--- config.mk ---
export PLATFORM = sky130hd
export DESIGN_NAME = vme_bus_buffer_ctrl
export DESIGN_NICKNAME = d
export VERILOG_FILES = /design/src/rtl/vme_bus_buffer_ctrl.sv
export SDC_FILE = /design/constraint.sdc
export NUM_CORES = 1
export LEC_CHECK = 0
export BUFFER_PORTS_ARGS = -buffer_cell sky130_fd_sc_hd__buf_2
export CAP_MARGIN = 30
export CORE_MARGIN = 4
export CORE_UTILIZATION = 54
export CTS_CLUSTER_SIZE = 30
export DETAILED_ROUTE_END_ITERATION = 7
export GPL_TIMING_DRIVEN = 1
export PLACE_DENSITY = 0.75
export SYNTH_ARGS = -nofsm -noshare
export SYNTH_HDL_FRONTEND = slang
export SYNTH_SLANG_ARGS = --single-unit
--- constraint.sdc ---
create_clock -name clk_i -period 1.95 [get_ports clk_i]
set_input_delay 0.195 -clock clk_i [delete_from_list [all_inputs] [get_ports clk_i]]
set_output_delay 0.195 -clock clk_i [all_outputs]
set_load 0.01 [all_outputs]
--- src/rtl/vme_bus_buffer_ctrl.sv ---
// Break-before-make sequencer for the SVEC VME address/data transceivers and DTACK driver.
// Every direction change is preceded by a dead window with all buffer enables released.
module vme_bus_buffer_ctrl #(
    parameter int unsigned g_DEAD_CYCLES   = 2,
    parameter int unsigned g_SETTLE_CYCLES = 1
) (
    input  logic clk_i,
    input  logic rst_n_i,
    input  logic vme_as_n_i,
    input  logic rd_req_i,
    input  logic wr_req_i,
    input  logic mblt_i,
    input  logic dtack_req_i,
    input  logic release_i,
    output logic ready_o,
    output logic dtack_oe_o,
    output logic vme_addr_dir_o,
    output logic vme_addr_oe_n_o,
    output logic vme_data_dir_o,
    output logic vme_data_oe_n_o
);

    typedef enum logic [2:0] {
        S_ADDR,
        S_OFF,
        S_DIR,
        S_ON,
        S_READY,
        S_RET,
        S_RDIR
    } state_t;

    localparam logic [3:0] DEAD   = 4'(g_DEAD_CYCLES);
    localparam logic [3:0] SETTLE = 4'(g_SETTLE_CYCLES);

    state_t     state, state_nx;
    logic [3:0] cnt, cnt_nx;
    logic       tgt_rd, tgt_rd_nx;
    logic       tgt_addr_out, tgt_addr_out_nx;
    logic       abort;
    logic       addr_oe_n_nx, data_oe_n_nx, addr_dir_nx, data_dir_nx;
    logic       ready_nx, dtack_oe_nx;

    always_ff @(posedge clk_i or negedge rst_n_i) begin
        if (!rst_n_i) begin
            state           <= S_RET;
            cnt             <= DEAD;
            tgt_rd          <= 1'b0;
            tgt_addr_out    <= 1'b0;
            ready_o         <= 1'b0;
            dtack_oe_o      <= 1'b0;
            vme_addr_dir_o  <= 1'b0;
            vme_addr_oe_n_o <= 1'b1;
            vme_data_dir_o  <= 1'b0;
            vme_data_oe_n_o <= 1'b1;
        end else begin
            state           <= state_nx;
            cnt             <= cnt_nx;
            tgt_rd          <= tgt_rd_nx;
            tgt_addr_out    <= tgt_addr_out_nx;
            ready_o         <= ready_nx;
            dtack_oe_o      <= dtack_oe_nx;
            vme_addr_dir_o  <= addr_dir_nx;
            vme_addr_oe_n_o <= addr_oe_n_nx;
            vme_data_dir_o  <= data_dir_nx;
            vme_data_oe_n_o <= data_oe_n_nx;
        end
    end

    always_comb begin
        state_nx        = state;
        cnt_nx          = cnt;
        tgt_rd_nx       = tgt_rd;
        tgt_addr_out_nx = tgt_addr_out;
        abort           = release_i | vme_as_n_i;

        case (state)
            S_ADDR: begin
                // rd_req_i has priority; mblt_i only matters for reads
                if (!vme_as_n_i && (rd_req_i || wr_req_i)) begin
                    state_nx        = S_OFF;
                    cnt_nx          = DEAD;
                    tgt_rd_nx       = rd_req_i;
                    tgt_addr_out_nx = rd_req_i & mblt_i;
                end
            end
            S_OFF: begin
                if (abort) begin
                    state_nx = S_RET;
                    cnt_nx   = DEAD;
                end else if (cnt <= 4'd1) begin
                    state_nx = S_DIR;
                end else begin
                    cnt_nx = cnt - 4'd1;
                end
            end
            S_DIR: begin
                if (abort) begin
                    state_nx = S_RET;
                    cnt_nx   = DEAD;
                end else begin
                    state_nx = S_ON;
                    cnt_nx   = SETTLE;
                end
            end
            S_ON: begin
                if (abort) begin
                    state_nx = S_RET;
                    cnt_nx   = DEAD;
                end else if (cnt <= 4'd1) begin
                    state_nx = S_READY;
                end else begin
                    cnt_nx = cnt - 4'd1;
                end
            end
            S_READY: begin
                if (abort) begin
                    state_nx = S_RET;
                    cnt_nx   = DEAD;
                end
            end
            S_RET: begin
                if (cnt <= 4'd1) begin
                    state_nx = S_RDIR;
                end else begin
                    cnt_nx = cnt - 4'd1;
                end
            end
            S_RDIR: begin
                state_nx = S_ADDR;
            end
            default: begin
                state_nx = S_RET;
                cnt_nx   = DEAD;
            end
        endcase

        // Outputs are decoded from the next state so that they register with it
        addr_oe_n_nx = !(state_nx inside {S_ADDR, S_ON, S_READY});
        data_oe_n_nx = !(state_nx inside {S_ON, S_READY});
        ready_nx     = (state_nx == S_READY);
        dtack_oe_nx  = ready_nx & dtack_req_i;
        addr_dir_nx  = vme_addr_dir_o;
        data_dir_nx  = vme_data_dir_o;
        if (state_nx == S_DIR) begin
            addr_dir_nx = tgt_addr_out_nx;
            data_dir_nx = tgt_rd_nx;
        end else if (state_nx inside {S_RDIR, S_ADDR}) begin
            addr_dir_nx = 1'b0;
            data_dir_nx = 1'b0;
        end
    end

endmodule
# Word-level counts from Yosys, hierarchy flattened
# Index checks and enable logic that the tools add are counted.
[totals] register_bits=15 out_inout_bits=6 elab_cells=63 in_bits=8
[classes] eq_ne=12 muxes=22 n_reduce_logical=13 order_cmp=1 add_sub_neg=1 n_bitwise=4
[op_table] operator="$mux 3" n=8
[op_table] operator="$pmux 4 s6" n=1
[op_table] operator="$pmux 3 s7" n=1
[op_table] operator="$mux 4" n=4
[op_table] operator="$eq 3x3->1 const B" n=5
[op_table] operator="$eq 3x2->1 const B" n=4
[op_table] operator="$mux 1" n=7
[op_table] operator="$logic_not 3->1" n=2
[op_table] operator="$reduce_bool 2->1" n=3
[op_table] operator="$le 4x1->1 const B" n=1
[op_table] operator="$ne 2x2->1 const B" n=2
[op_table] operator="$sub 4x1->4 const B" n=1
[op_table] operator="$eq 3x1->1 const B" n=1
[op_table] operator="$logic_not 1->1" n=3
[op_table] operator="$reduce_and 3->1" n=1
[op_table] operator="$reduce_bool 3->1" n=1
[op_table] operator="$and 1x1->1" n=2
[op_table] operator="$mux 2" n=1
[op_table] operator="$reduce_or 2->1" n=1
[op_table] operator="$logic_and 1x1->1" n=1
[op_table] operator="$logic_or 1x1->1" n=1
[op_table] operator="$not 1->1" n=1
[op_table] operator="$or 1x1->1" n=1

# Depth between registers and ports, before layout
# Gate-level depths: netlist (run 1).
[depth] depth_word=8 ltp_mapped=6 ltp_nobuf=6

# Worst setup path before layout (run 1)
# OpenSTA, ideal clock, no wires.
[synth_path] path_type="flip-flop to flip-flop" startpoint="register cnt[0]" endpoint="register vme_addr_dir_o" setup_slack_ns=0.190 setup_time_ns=0.074 n_path_buf=0 synth_period_minus_slack_ns=1.760 required_time_ns=1.876 arrival_time_ns=1.686 stages_incl_launch_ff=7 path_cell_list="dfrtp_1 -> inv_1 -> ha_1 -> nor2_1 -> or4b_4 -> or3_4 -> o21ai_2"
[synth_between] elab_chain_len=7 elab_cells_between_ends=13 cone_classes="1 x order compare; 2 x eq/ne; 7 x mux; 3 x reduce/logical"
[synth_lines] element="start, declared" line_no="37" text="logic [3:0] cnt, cnt_nx;"
[synth_lines] element="start signal, assigned" line_no="58" text="cnt <= cnt_nx;"
[synth_lines] element="$le 4x1->1 (*)" line_no="91, 110, 123"
[synth_lines] element="$mux 3 (on tied branches)" line_no="110, 91"
[synth_lines] element="$mux 3 (on tied branches)" line_no="107, 88"
[synth_lines] element="$pmux 3 s7 (*)" line_no="77" text="case (state)"
[synth_lines] element="$eq 3x3->1 / $logic_not 3->1 (equally long branches)" line_no="148" text="end else if (state_nx inside {S_RDIR, S_ADDR}) begin"
[synth_lines] element="$reduce_bool 2->1" line_no="148"
[synth_lines] element="$reduce_bool 2->1 (no source line)"
[synth_lines] element="end signal, assigned" line_no="63" text="vme_addr_dir_o <= addr_dir_nx;"
[synth_lines] element="end, declared" line_no="17" text="output logic vme_addr_dir_o,"
# Mark *: on every way between the ends. The rest lies on a longest branch, timed or not.
# A chain may end at the register's enable or synchronous reset.

# Worst setup path after layout (run 1)
[layout_path] startpoint="register cnt[0]" endpoint="register vme_data_dir_o"
[layout_between] elab_chain_len=7 elab_cells_between_ends=13 cone_classes="1 x order compare; 2 x eq/ne; 7 x mux; 3 x reduce/logical"
[layout_lines] element="$le 4x1->1 (*)" line_no="91, 110, 123"
[layout_lines] element="$mux 3 (on tied branches)" line_no="110, 91"
[layout_lines] element="$mux 3 (on tied branches)" line_no="107, 88"
[layout_lines] element="$pmux 3 s7 (*)" line_no="77"
[layout_lines] element="$eq 3x3->1 / $logic_not 3->1 (equally long branches)" line_no="148"
[layout_lines] element="$reduce_bool 2->1" line_no="148"
[layout_lines] element="$reduce_bool 2->1 (no source line)"
[layout_lines] element="end signal, assigned" line_no="65" text="vme_data_dir_o <= data_dir_nx;"
[layout_lines] element="end, declared" line_no="19" text="output logic vme_data_dir_o,"
# Marks and branches as above.

==> results of run 1 <==
==> placed cells by master, fill, tap and decap left out, drive strengths merged, types with 2 or more instances in the layout <==
| master | synthesis | final |
|---|---|---|
| a21oi | 6 | 6 |
| and2 | 3 | 3 |
| buf | 3 | 16 |
| clkbuf | 0 | 4 |
| dfrtp | 10 | 10 |
| dfstp | 5 | 5 |
| ha | 2 | 2 |
| inv | 7 | 7 |
| nand2 | 7 | 7 |
| nand2b | 3 | 3 |
| nand3 | 2 | 2 |
| nor2 | 8 | 8 |
| nor2b | 2 | 2 |
| nor3 | 2 | 2 |
| nor4 | 2 | 2 |
| o2111ai | 2 | 2 |
| o21ai | 6 | 6 |
| o21ba | 2 | 2 |
| o22ai | 3 | 3 |
| o31ai | 2 | 2 |
| or2 | 2 | 2 |
| or3 | 2 | 2 |
| or4b | 2 | 2 |
==> final cells by class <==
type	count	area, um2
well taps	16	20.0
flip-flops and latches	15	382
fillers	122	519
repair buffers	17	97.6
inverters	7	26.3
multi-input cells	68	453
clock buffers	4	26.3
==> worst min-delay path by stage <==
stage	cells after the start	from	slack (ps)	end
after floorplan	0	rst_n_i	-100	cnt[0]$_DFFE_PN0P_
after global placement	1	rst_n_i	110	cnt[3]$_DFFE_PN0P_
after detailed placement	1	rst_n_i	110	cnt[3]$_DFFE_PN0P_
after CTS	2	dtack_req_i	110	dtack_oe_o$_DFF_PN0_
after global routing	2	dtack_req_i	130	dtack_oe_o$_DFF_PN0_
final	2	dtack_req_i	110	dtack_oe_o$_DFF_PN0_
==> power groups by stage <==
stage	Clock (W)	Sequential, W	Combinational (W)
finish	0.000178	0.000512	0.000628
global route	0.000199	0.000529	0.000702
CTS	0.000179	0.000512	0.000583
detailed placement	0	0.000519	0.000576
global placement	0	0.000515	0.000568
floorplan	0	0.000475	0.000482
==> Yosys cell counts, drive strengths merged <==
cell     count
mux2         1
nand3b       1
o31ai        2
a21oi        6
mux2i        1
a211oi       1
o21ai        6
nor2b        2
nand2b       3
o32a         1
a31oi        1
a2111oi      1
o2111ai      2
nand3        2
nor2         8
dfrtp       10
nand2        7
inv          7
buf          3
or4b         2
nor4b        1
or3          2
or2          2
ha           2
nor4         2
nand4b       1
o21ba        2
dfstp        5
and2         3
nor3         2
o221ai       1
o22ai        3
==> critical path, cell delays in order (launching register included) <==
cell and delay [ps]:
dfrtp_1 400, inv_1 110, ha_2 210, nor2_1 90
or4b_4 520, or3_4 360, o21ai_2 120
==> logic make-up (layout without fill, tap and decap cells) <==
kind of cell | count (synthesis) | after routing
simple gates | 38 | 38
compound gates | 26 | 26
flops | 15 | 15
buf+inv | 10 | 28
fa+ha+maj | 2 | 2
mux | 2 | 2
==> per-layer routing <==
metal / track usage [%] / part of all wire [%] / up-vias
met5: 0 / 0 / -
met4: 10.6 / 2.6 / 0
met3: 3.99 / 6.1 / 7
met2: 26.5 / 47 / 36
met1: 22.3 / 44 / 378
li1: - / - / 380
==> stage by stage <==
stage | hold WS, ps | total power (W) | cell area, um2 | setup WS, ps
final | 110 | 0.00132 | 1000 | 79.6
after global routing | 128 | 0.00143 | 1000 | 5.64
after CTS | 113 | 0.00127 | 987 | 56.2
after detailed placement | 113 | 0.00109 | 951 | 91.7
after global placement | 109 | 0.00108 | 951 | 141
after floorplan | -101 | 0.000957 | 880 | 190
==> state kept, by name, indices dropped and copies added (netlist names) <==
name	flops
cnt	4
state	3
ready_o	1
dtack_oe_o	1
vme_data_dir_o	1
vme_addr_dir_o	1
tgt_rd	1
tgt_addr_out	1
vme_addr_oe_n_o	1
vme_data_oe_n_o	1
==> timing repair <==
item,4_1_cts,5_1_grt
setup buffers,0,2
endpoints found under the hold margin,10,0
hold buffers,1,0
endpoints found under the setup margin,0,3
gates resized for setup,0,1
==> out/qor.csv, run 1 <==
stage,metric,value,unit
sta,actual slew at the worst max-slew pin,539,ps
sta,RSZ-0062 raised after global routing,no,
setup_path,r2r setup slk,80,ps
finish,layout cells sized above 1,33.3,%
power_and_ir_drop,LEAKAGE,0.457,nW
floorplanning,die height,48.4,um
setup_path,critical path capture point type,flop,
clocking,H-tree levels,1,
finish,Non-Filler Instances,127,
global_route,first-pass GRT wire length,3.30,mm
sta,max-slew violations,0,
global_route,total grt overflow,0,
synthesis,Synth Area in Simple Gates,25.0,%
clocking,clock root buffer,clkbuf_4,
power_and_ir_drop,sequential power share,38.8,%
global_route,vias in the first global route,786,
drt,routed vias,801,
synthesis,"flops & latches, synth",15,
sta,Final TNS setup,0,ps
floorplanning,die width,48.4,um
power_and_ir_drop,Clock power frac,13.5,%
synthesis,mux cell area share after synthesis,2.42,%
synthesis,Synth Area in XOR/XNOR,0,%
placement,routability cong.,0.876,
setup_path,r2r endpoint,vme_data_dir_o$_DFFE_PN0P_,
min_path,Hold Crit Class,input port to flop,
power_and_ir_drop,Combinational Power Share,47.7,%
global_route,initial antenna violation count,0,
clocking,Inserted Clock Buffers,3,
synthesis,Yosys cell types,39,
power_and_ir_drop,Pwr Density,1310,nW/um2
sta,crit share post-route,95.9,%
setup_path,Crit Path Category,flop to flop,
power_and_ir_drop,internal power,0.000784,W
synthesis,post-synth top area share,28.4,%
finish,# diodes,0,
drt,Vias/cell,6.31,
synthesis,largest family of logic cells by synthesized area,simple AND/OR/NAND/NOR gates,
drt,DRC errors left,0,
outcome,status,finished clean,
synthesis,top area cells in the synthesized netlist,"dfrtp_1, dfstp_2, a21oi_1",
floorplanning,starting density of the core,57.7,%
setup_path,CP required,2170,ps
synthesis,Compound-Gate Fraction of Synth Area,20.9,%
clocking,TritonCTS clock tree,yes,
floorplanning,Core Region,1520,um2
synthesis,Adder-Cell Fraction of Synth Area,2.84,%
setup_path,worst setup path startpoint,cnt[0]$_DFFE_PN0P_,
placement,I/O Buffers,13,
sta,relative slew slack,63.8,%
power_and_ir_drop,P_sw,0.000534,W
global_route,pin count of the biggest net entering global routing,16,
synthesis,syn_area_per_cell,9.46,um2
clocking,Clock Path Buffers,2,
sta,f_max,535,MHz
finish,final core utilization,65.9,%
setup_path,CP Capture Point,vme_data_dir_o$_DFFE_PN0P_,
placement,DP HPWL,1.37,mm
setup_path,CP Max Fanout,5,
drt,Routed Wire Length,1.90,mm
drt,routed len/inst,15.0,um
setup_path,Reg2Reg Depth,6,
sta,final hold vios,0,
global_route,Total GRT Usage,17.5,%
drt,Antenna Violating Nets Remaining,0,
synthesis,"area leader, netlist",dfrtp_1,
synthesis,"Seq/Total Area, Yosys",43.4,%
finish,Synth-to-Final Area Change,14.2,%
placement,# placed instances,120,
finish,nets@finish,122,
floorplanning,# rows,14,
synthesis,Ys Warns,0,
synthesis,Syn Inst Count,93,
power_and_ir_drop,Worst VDD drop,970,uV
clocking,Clock Latency Late Sink,290,ps
power_and_ir_drop,sw frac,40.5,%
sta,Final min period,1870,ps
floorplanning,top-level I/O count,14,
sta,final-report setup violation count,0,
synthesis,Post-Synthesis Net Count,103,
floorplanning,full die area,2340,um2
setup_path,R2R Path Start,cnt[0]$_DFFE_PN0P_,
clocking,"Clk pin slew, worst setup/hold paths",90,ps
clocking,clk sinks,15,
synthesis,synthesized area,880,um2
setup_path,worst path arrival time,2090,ps
drt,Initial DRC Count,16,
drt,Pre-Repair DR Iteration Count,4,
setup_path,crit path launch type,flop,
job,maxcap violations,0,
sta,clk_skew,4.58,ps
(Power assumes the default switching activity.)
==> inputs of run 2 (changes only) <==
--- a/config.mk
+++ b/config.mk
@@ -7,7 +7,7 @@
 export LEC_CHECK = 0
 export BUFFER_PORTS_ARGS = -buffer_cell sky130_fd_sc_hd__buf_2
 export CAP_MARGIN = 30
-export CORE_MARGIN = 4
+export CORE_MARGIN = 1
 export CORE_UTILIZATION = 54
 export CTS_CLUSTER_SIZE = 30
 export DETAILED_ROUTE_END_ITERATION = 7
==> constraint.sdc (replaced) <==
create_clock -name clk_i -period 1.95 [get_ports clk_i]
set_input_delay 0.195 -clock clk_i [delete_from_list [all_inputs] [get_ports clk_i]]
set_output_delay 0.195 -clock clk_i [all_outputs]
set_load 0.005 [all_outputs]
==> out/qor.csv, run 2 (same netlist as run 1, synthesis figures left out) <==
stage,metric,value,unit,change
finish,nets@finish,122,,unchanged
min_path,HP Start,dtack_req_i,,
sta,actual slew at the worst max-slew pin,543,ps,+4.33 ps
setup_path,CP required,2160,ps,about the same
drt,routed vias,787,,-1.7%
clocking,Clock Latency Late Sink,290,ps,about the same
power_and_ir_drop,Combinational Power Share,47.7,%,about the same
setup_path,"CP delay by family, top",simple AND/OR/NAND/NOR gates,,
global_route,first-pass GRT wire length,3.10,mm,-6.1%
finish,Top reg by flops,cnt,,
finish,layout cells sized above 1,34.2,%,+0.90 points
finish,Synth-to-Final Area Change,14.2,%,unchanged
global_route,initial antenna violation count,0,,unchanged
finish,fin area,1000,um2,unchanged
placement,# placed instances,121,,+0.83%
floorplanning,die height,42.4,um,-12%
power_and_ir_drop,sequential power share,38.8,%,about the same
placement,routability cong.,0.883,,+0.82%
floorplanning,Core Region,1510,um2,-1.1%
placement,I/O Buffers,13,,unchanged
clocking,"Clk pin slew, worst setup/hold paths",90,ps,about the same
floorplanning,# rows,14,,unchanged
sta,max-slew violations,0,,unchanged
power_and_ir_drop,internal power,0.000783,W,-0.14%
sta,WHS,111,ps,+0.934 ps
power_and_ir_drop,sw frac,40.1,%,-0.38 points
power_and_ir_drop,Clock power frac,13.6,%,about the same
finish,"most common cell after layout, fill and taps aside",buf_2,,
finish,Non-Filler Instances,127,,unchanged
sta,final-report setup violation count,0,,unchanged
sta,clk_skew,6.89,ps,+2.31 ps
finish,footprint of the multi-input gates,453,um2,unchanged
global_route,Total GRT Usage,23.6,%,+6.1 points
power_and_ir_drop,Worst VDD drop,802,uV,-17%
setup_path,CP Max Fanout,5,,unchanged
sta,final hold vios,0,,unchanged
min_path,"Endpoint, Worst Hold",dtack_oe_o$_DFF_PN0_,,
power_and_ir_drop,P_sw,0.000525,W,-1.7%
power_and_ir_drop,Pwr Density,1300,nW/um2,-0.77%
finish,fillers,124,,+1.6%
setup_path,CP peak stage delay,510,ps,about the same
drt,Initial DRC Count,35,,+19
clocking,clock root buffer,clkbuf_4,,
setup_path,worst path arrival time,2090,ps,about the same
setup_path,Reg2Reg Depth,6,,unchanged
power_and_ir_drop,Final Power,0.00131,W,-0.77%
setup_path,R2R Path Start,cnt[0]$_DFFE_PN0P_,,
sta,relative slew slack,62.9,%,-0.95 points
drt,Vias/cell,6.20,,-1.7%
global_route,vias in the first global route,722,,-8.1%
floorplanning,starting density of the core,58.4,%,+0.67 points
finish,Register Area,382,um2,unchanged
global_route,total grt overflow,0,,unchanged
placement,DP HPWL,1.30,mm,-4.9%
clocking,Inserted Clock Buffers,3,,unchanged
drt,DRC errors left,0,,unchanged
setup_path,r2r setup slk,70,ps,about the same
job,maxcap violations,0,,unchanged
setup_path,crit path launch type,flop,,
floorplanning,full die area,1790,um2,-23%
power_and_ir_drop,LEAKAGE,0.456,nW,-0.23%
finish,number of flip-flops under the largest register name,4,,unchanged
setup_path,crit-path cells,"inv_2, ha_2, nor2_1, or4b_4, or3_4, o21ai_2",,
sta,crit share post-route,96.2,%,+0.25 points
setup_path,r2r endpoint,vme_data_dir_o$_DFFE_PN0P_,,
sta,Final min period,1880,ps,+4.93 ps
drt,routed len/inst,14.0,um,-6.6%
floorplanning,die width,42.4,um,-12%
setup_path,slowest CP cell,or4b_4,,
finish,most frequent cells in the layout,"buf_2, dfrtp_1, nor2_1, nand2_1, a21oi_1",,
drt,Antenna Violating Nets Remaining,0,,unchanged
min_path,Hold Crit Class,input port to flop,,
setup_path,"Buf+Inv Stages, Crit Path",1,,unchanged
clocking,Clock Path Buffers,2,,unchanged
finish,final core utilization,66.7,%,+0.77 points
finish,biggest regs,"cnt x4, state x3",,
setup_path,Crit Path Category,flop to flop,,
setup_path,critical path capture point type,flop,,
sta,f_max,533,MHz,-0.26%
floorplanning,top-level I/O count,14,,unchanged
drt,Pre-Repair DR Iteration Count,4,,unchanged
outcome,status,finished clean,,
clocking,TritonCTS clock tree,yes,,
finish,# diodes,0,,unchanged
drt,Routed Wire Length,1.78,mm,-6.6%
clocking,H-tree levels,1,,unchanged
clocking,clk sinks,15,,unchanged
min_path,Hold Path Stages,2,,unchanged
placement,DP Area,958,um2,+0.79%
global_route,pin count of the biggest net entering global routing,16,,unchanged
[run 2: cell count changes in the layout (fill, tap and decap cells not counted)]
| cell | change |
|---|---|
| inv_2 | +1 |
| inv_1 | -1 |
[run 2: how the worst max path moves through the flow]
| stage | start | end | cells after the start |
|---|---|---|---|
| 2_1_floorplan | cnt[0]$_DFFE_PN0P_ | vme_addr_dir_o$_DFFE_PN0P_ | 6 |
| 3_3_place_gp | cnt[0]$_DFFE_PN0P_ | vme_addr_dir_o$_DFFE_PN0P_ | 6 |
| 3_5_place_dp | cnt[0]$_DFFE_PN0P_ | vme_data_dir_o$_DFFE_PN0P_ | 6 |
| 4_1_cts | cnt[0]$_DFFE_PN0P_ | vme_data_dir_o$_DFFE_PN0P_ | 6 |
| 5_1_grt | cnt[1]$_DFFE_PN1P_ | cnt[0]$_DFFE_PN0P_ | 7 |
| 6_report | cnt[0]$_DFFE_PN0P_ | vme_data_dir_o$_DFFE_PN0P_ | 6 |
[run 2: area by class of cell]
class,count,area share [%]
multi-input combinational,68,45.1
sequential,15,38.0
timing repair buffer,17,9.71
clock buffer,4,2.62
inverter,7,2.62
tap,16,1.99
[run 2: per-layer routing]
layer	vias to the layer above	global-route usage, %	part of all wire (%)
met4	0	13.1	2.7
met5	-	0	0
li1	373	-	-
met2	47	36.6	47
met3	7	5.60	8.3
met1	360	30.1	41
[run 2: what timing repair did]
action / in CTS / in global routing
hold buffers: 1 / 0
endpoints found under the hold margin: 10 / 0
endpoints found under the setup margin: 0 / 2
gates resized for setup: 0 / 2
buffers inserted: 0 / 1
[run 2: power by group through the flow]
stage / combinational [W] / sequential (W) / clock, W
6_report: 0.000624 / 0.000507 / 0.000178
5_1_grt: 0.000696 / 0.000523 / 0.000195
4_1_cts: 0.000594 / 0.000504 / 0.000182
3_5_place_dp: 0.000588 / 0.000509 / 0
3_3_place_gp: 0.000580 / 0.000510 / 0
2_1_floorplan: 0.000482 / 0.000470 / 0
[run 2: worst register-to-register path, delay by kind of cell, from the launching register on]
family | cells | cell delay (ps)
adder cells (fa/ha/maj) | 1 | 200
flip-flops | 1 | 430
buffers and inverters | 1 | 90
AND/OR/NAND/NOR | 3 | 950
AO/OA/AOI/OAI | 1 | 120
[run 2: per-stage QoR]
stage / worst slack, ps / setup TNS (ps)
after global routing: -53.3 / -56.1
after global placement: 141 / 0
after CTS: 41.2 / 0
final: 74.6 / 0
after floorplan: 190 / 0
after detailed placement: 78.4 / 0
==> inputs of run 3 (changes only) <==
--- a/config.mk
+++ b/config.mk
@@ -8,11 +8,11 @@
 export BUFFER_PORTS_ARGS = -buffer_cell sky130_fd_sc_hd__buf_2
 export CAP_MARGIN = 30
 export CORE_MARGIN = 1
-export CORE_UTILIZATION = 54
+export CORE_UTILIZATION = 48
 export CTS_CLUSTER_SIZE = 30
 export DETAILED_ROUTE_END_ITERATION = 7
 export GPL_TIMING_DRIVEN = 1
-export PLACE_DENSITY = 0.75
+export PLACE_DENSITY = 0.7
 export SYNTH_ARGS = -nofsm -noshare
 export SYNTH_HDL_FRONTEND = slang
 export SYNTH_SLANG_ARGS = --single-unit
==> constraint.sdc (replaced) <==
create_clock -name clk_i -period 1.7 [get_ports clk_i]
set_input_delay 0.17 -clock clk_i [delete_from_list [all_inputs] [get_ports clk_i]]
set_output_delay 0.17 -clock clk_i [all_outputs]
set_load 0.005 [all_outputs]
==> out/qor.csv, run 3 (same netlist as run 1, synthesis figures left out) <==
stage,metric,value,unit,change
outcome,status,finished with violations,,
outcome,failing checks,negative setup slack,,
clocking,H-tree levels,1,,unchanged
sta,relative slew slack,62.2,%,-0.67 points
global_route,Total GRT Usage,25.7,%,+2.1 points
placement,routability cong.,0.949,,+7.4%
floorplanning,starting density of the core,50.9,%,-7.4 points
drt,routed vias,885,,+12%
power_and_ir_drop,sw frac,40.8,%,+0.70 points
floorplanning,full die area,2010,um2,+12%
global_route,initial antenna violation count,0,,unchanged
drt,Initial DRC Count,40,,+14%
global_route,first-pass GRT wire length,3.59,mm,+16%
clocking,Clock Path Buffers,2,,unchanged
sta,Final min period,1800,ps,-75.3 ps
placement,DP HPWL,1.55,mm,+19%
global_route,pin count of the biggest net entering global routing,16,,unchanged
setup_path,worst path arrival time,2030,ps,-60 ps
setup_path,r2r setup slk,-100,ps,-170 ps
power_and_ir_drop,LEAKAGE,0.518,nW,+14%
placement,DP Area,1050,um2,+9.5%
power_and_ir_drop,Pwr Density,1580,nW/um2,+21%
finish,Non-Filler Instances,147,,+16%
placement,# placed instances,139,,+15%
finish,Synth-to-Final Area Change,30.2,%,
drt,Antenna Violating Nets Remaining,0,,unchanged
sta,f_max,556,MHz,+4.2%
finish,nets@finish,133,,+9.0%
drt,routed len/inst,16.0,um,+15%
global_route,total grt overflow,0,,unchanged
finish,# diodes,0,,unchanged
clocking,TritonCTS clock tree,yes,,
power_and_ir_drop,Combinational Power Share,57.2,%,+9.5 points
setup_path,r2r endpoint,vme_addr_dir_o$_DFFE_PN0P_,,
setup_path,critical path capture point type,flop,,
sta,WHS,88.8,ps,-21.7 ps
setup_path,Crit Path Category,flop to flop,,
clocking,Clock Latency Late Sink,300,ps,about the same
placement,pre-CTS setup slack,-69.2,ps,-148 ps
sta,final hold vios,0,,unchanged
sta,RSZ-0062 raised after global routing,yes,,
finish,fin area,1140,um2,+14%
setup_path,CP Capture Point,vme_addr_dir_o$_DFFE_PN0P_,,
finish,layout cells sized above 1,47.5,%,+13 points
clocking,clk sinks,15,,unchanged
setup_path,crit-path cells,"inv_2, ha_2, nor2_4, or4b_4, or3_4, o21ai_2",,
sta,actual slew at the worst max-slew pin,563,ps,+19.8 ps
finish,biggest regs,"cnt x4, state x3",,
clocking,"Clk pin slew, worst setup/hold paths",90,ps,about the same
floorplanning,# rows,15,,+1
floorplanning,die width,44.8,um,+5.8%
setup_path,CP required,1930,ps,-230 ps
setup_path,slowest CP cell,or4b_4,,
power_and_ir_drop,P_sw,0.000739,W,+41%
floorplanning,Core Region,1730,um2,+15%
setup_path,Reg2Reg Depth,6,,unchanged
min_path,Hold Crit Class,input port to flop,,
clocking,clock root buffer,clkbuf_4,,
power_and_ir_drop,Clock power frac,11.9,%,-1.7 points
drt,Vias/cell,6.02,,-2.8%
drt,Pre-Repair DR Iteration Count,5,,+1
finish,most frequent cells in the layout,"buf_4, buf_2, dfrtp_1",,
floorplanning,top-level I/O count,14,,unchanged
sta,crit share post-route,106,%,+9.7 points
power_and_ir_drop,sequential power share,30.9,%,-7.9 points
drt,DRC errors left,0,,unchanged
job,maxcap violations,0,,unchanged
setup_path,R2R Path Start,cnt[1]$_DFFE_PN1P_,,
sta,final worst setup slack,-100,ps,-175 ps
placement,I/O Buffers,13,,unchanged
setup_path,worst setup path startpoint,cnt[1]$_DFFE_PN1P_,,
setup_path,CP peak stage delay,510,ps,about the same
finish,"most common cell after layout, fill and taps aside",buf_4,,
clocking,Inserted Clock Buffers,3,,unchanged
finish,Top reg by flops,cnt,,
min_path,Hold Path Stages,2,,unchanged
global_route,vias in the first global route,786,,+8.9%
power_and_ir_drop,Worst VDD drop,1010,uV,+25%
sta,final-report setup violation count,3,,+3
sta,max-slew violations,0,,unchanged
finish,number of flip-flops under the largest register name,4,,unchanged
setup_path,CP Max Fanout,5,,unchanged
setup_path,crit path launch type,flop,,
drt,Routed Wire Length,2.36,mm,+33%
floorplanning,die height,44.8,um,+5.8%
sta,clk_skew,6.01,ps,-0.881 ps
power_and_ir_drop,internal power,0.00107,W,+37%
-- run 3: changes by cell type in the layout (fill, tap and decap cells not counted), sizes merged --
cell / change
buf: +11
-- run 3: timing repair --
item                                    4_1_cts  5_1_grt
setup buffers                                 2        1
hold buffers                                  1        0
endpoints found under the setup margin        4        8
hold endpoints to repair                     10        0
resized for setup                             5        5
-- run 3: how the worst min path moves through the flow --
stage / from / end / slack [ps]
floorplan: rst_n_i / cnt[0]$_DFFE_PN0P_ / -130
global placement: rst_n_i / cnt[2]$_DFFE_PN0P_ / 80
detailed placement: rst_n_i / cnt[3]$_DFFE_PN0P_ / 90
CTS: dtack_req_i / dtack_oe_o$_DFF_PN0_ / 90
global route: dtack_req_i / dtack_oe_o$_DFF_PN0_ / 110
finish: dtack_req_i / dtack_oe_o$_DFF_PN0_ / 90
-- run 3: per-stage QoR --
stage	TNS (ps)	power (W)	utilization [%]
finish	-260	0.00181	66.3
CTS	-150	0.00169	64.8
detailed placement	-192	0.00141	60.8
floorplan	0	0.00112	-
global route	-500	0.00191	66.3
global placement	-127	0.00139	60.8
-- run 3: worst max-delay path: cells and delay by family (launching register included) --
family / cells / cell delay [ps]
DFF: 1 / 380
and+or+nand+nor: 3 / 930
AOI/OAI and AO/OA: 1 / 110
buffers and inverters: 1 / 80
adders and majority gates: 1 / 220
-- run 3: layout make-up --
class / instances / area, um2
flip-flops and latches: 15 / 382
fillers: 149 / 582
clock buffers: 4 / 26.3
inverters: 7 / 26.3
well taps: 25 / 31.3
repair buffers: 28 / 180
multi-input cells: 68 / 499
-- run 3: power groups by stage --
stage / registers (W) / clock network (W) / logic [W]
after global routing: 0.000571 / 0.000234 / 0.00111
after CTS: 0.000555 / 0.000216 / 0.000917
after floorplan: 0.000543 / 0 / 0.000577
final: 0.000559 / 0.000216 / 0.00103
after global placement: 0.000561 / 0 / 0.000830
after detailed placement: 0.000563 / 0 / 0.000844
-- run 3: layer usage --
layer	share of wire, %	wire length, um	up-vias	global-route usage, %
li1	-	-	398	-
met1	41	966	418	33.8
met2	47	1100	60	41.2
met3	9.0	212	9	4.80
met4	3.4	81	0	11.5
met5	0	0	-	0
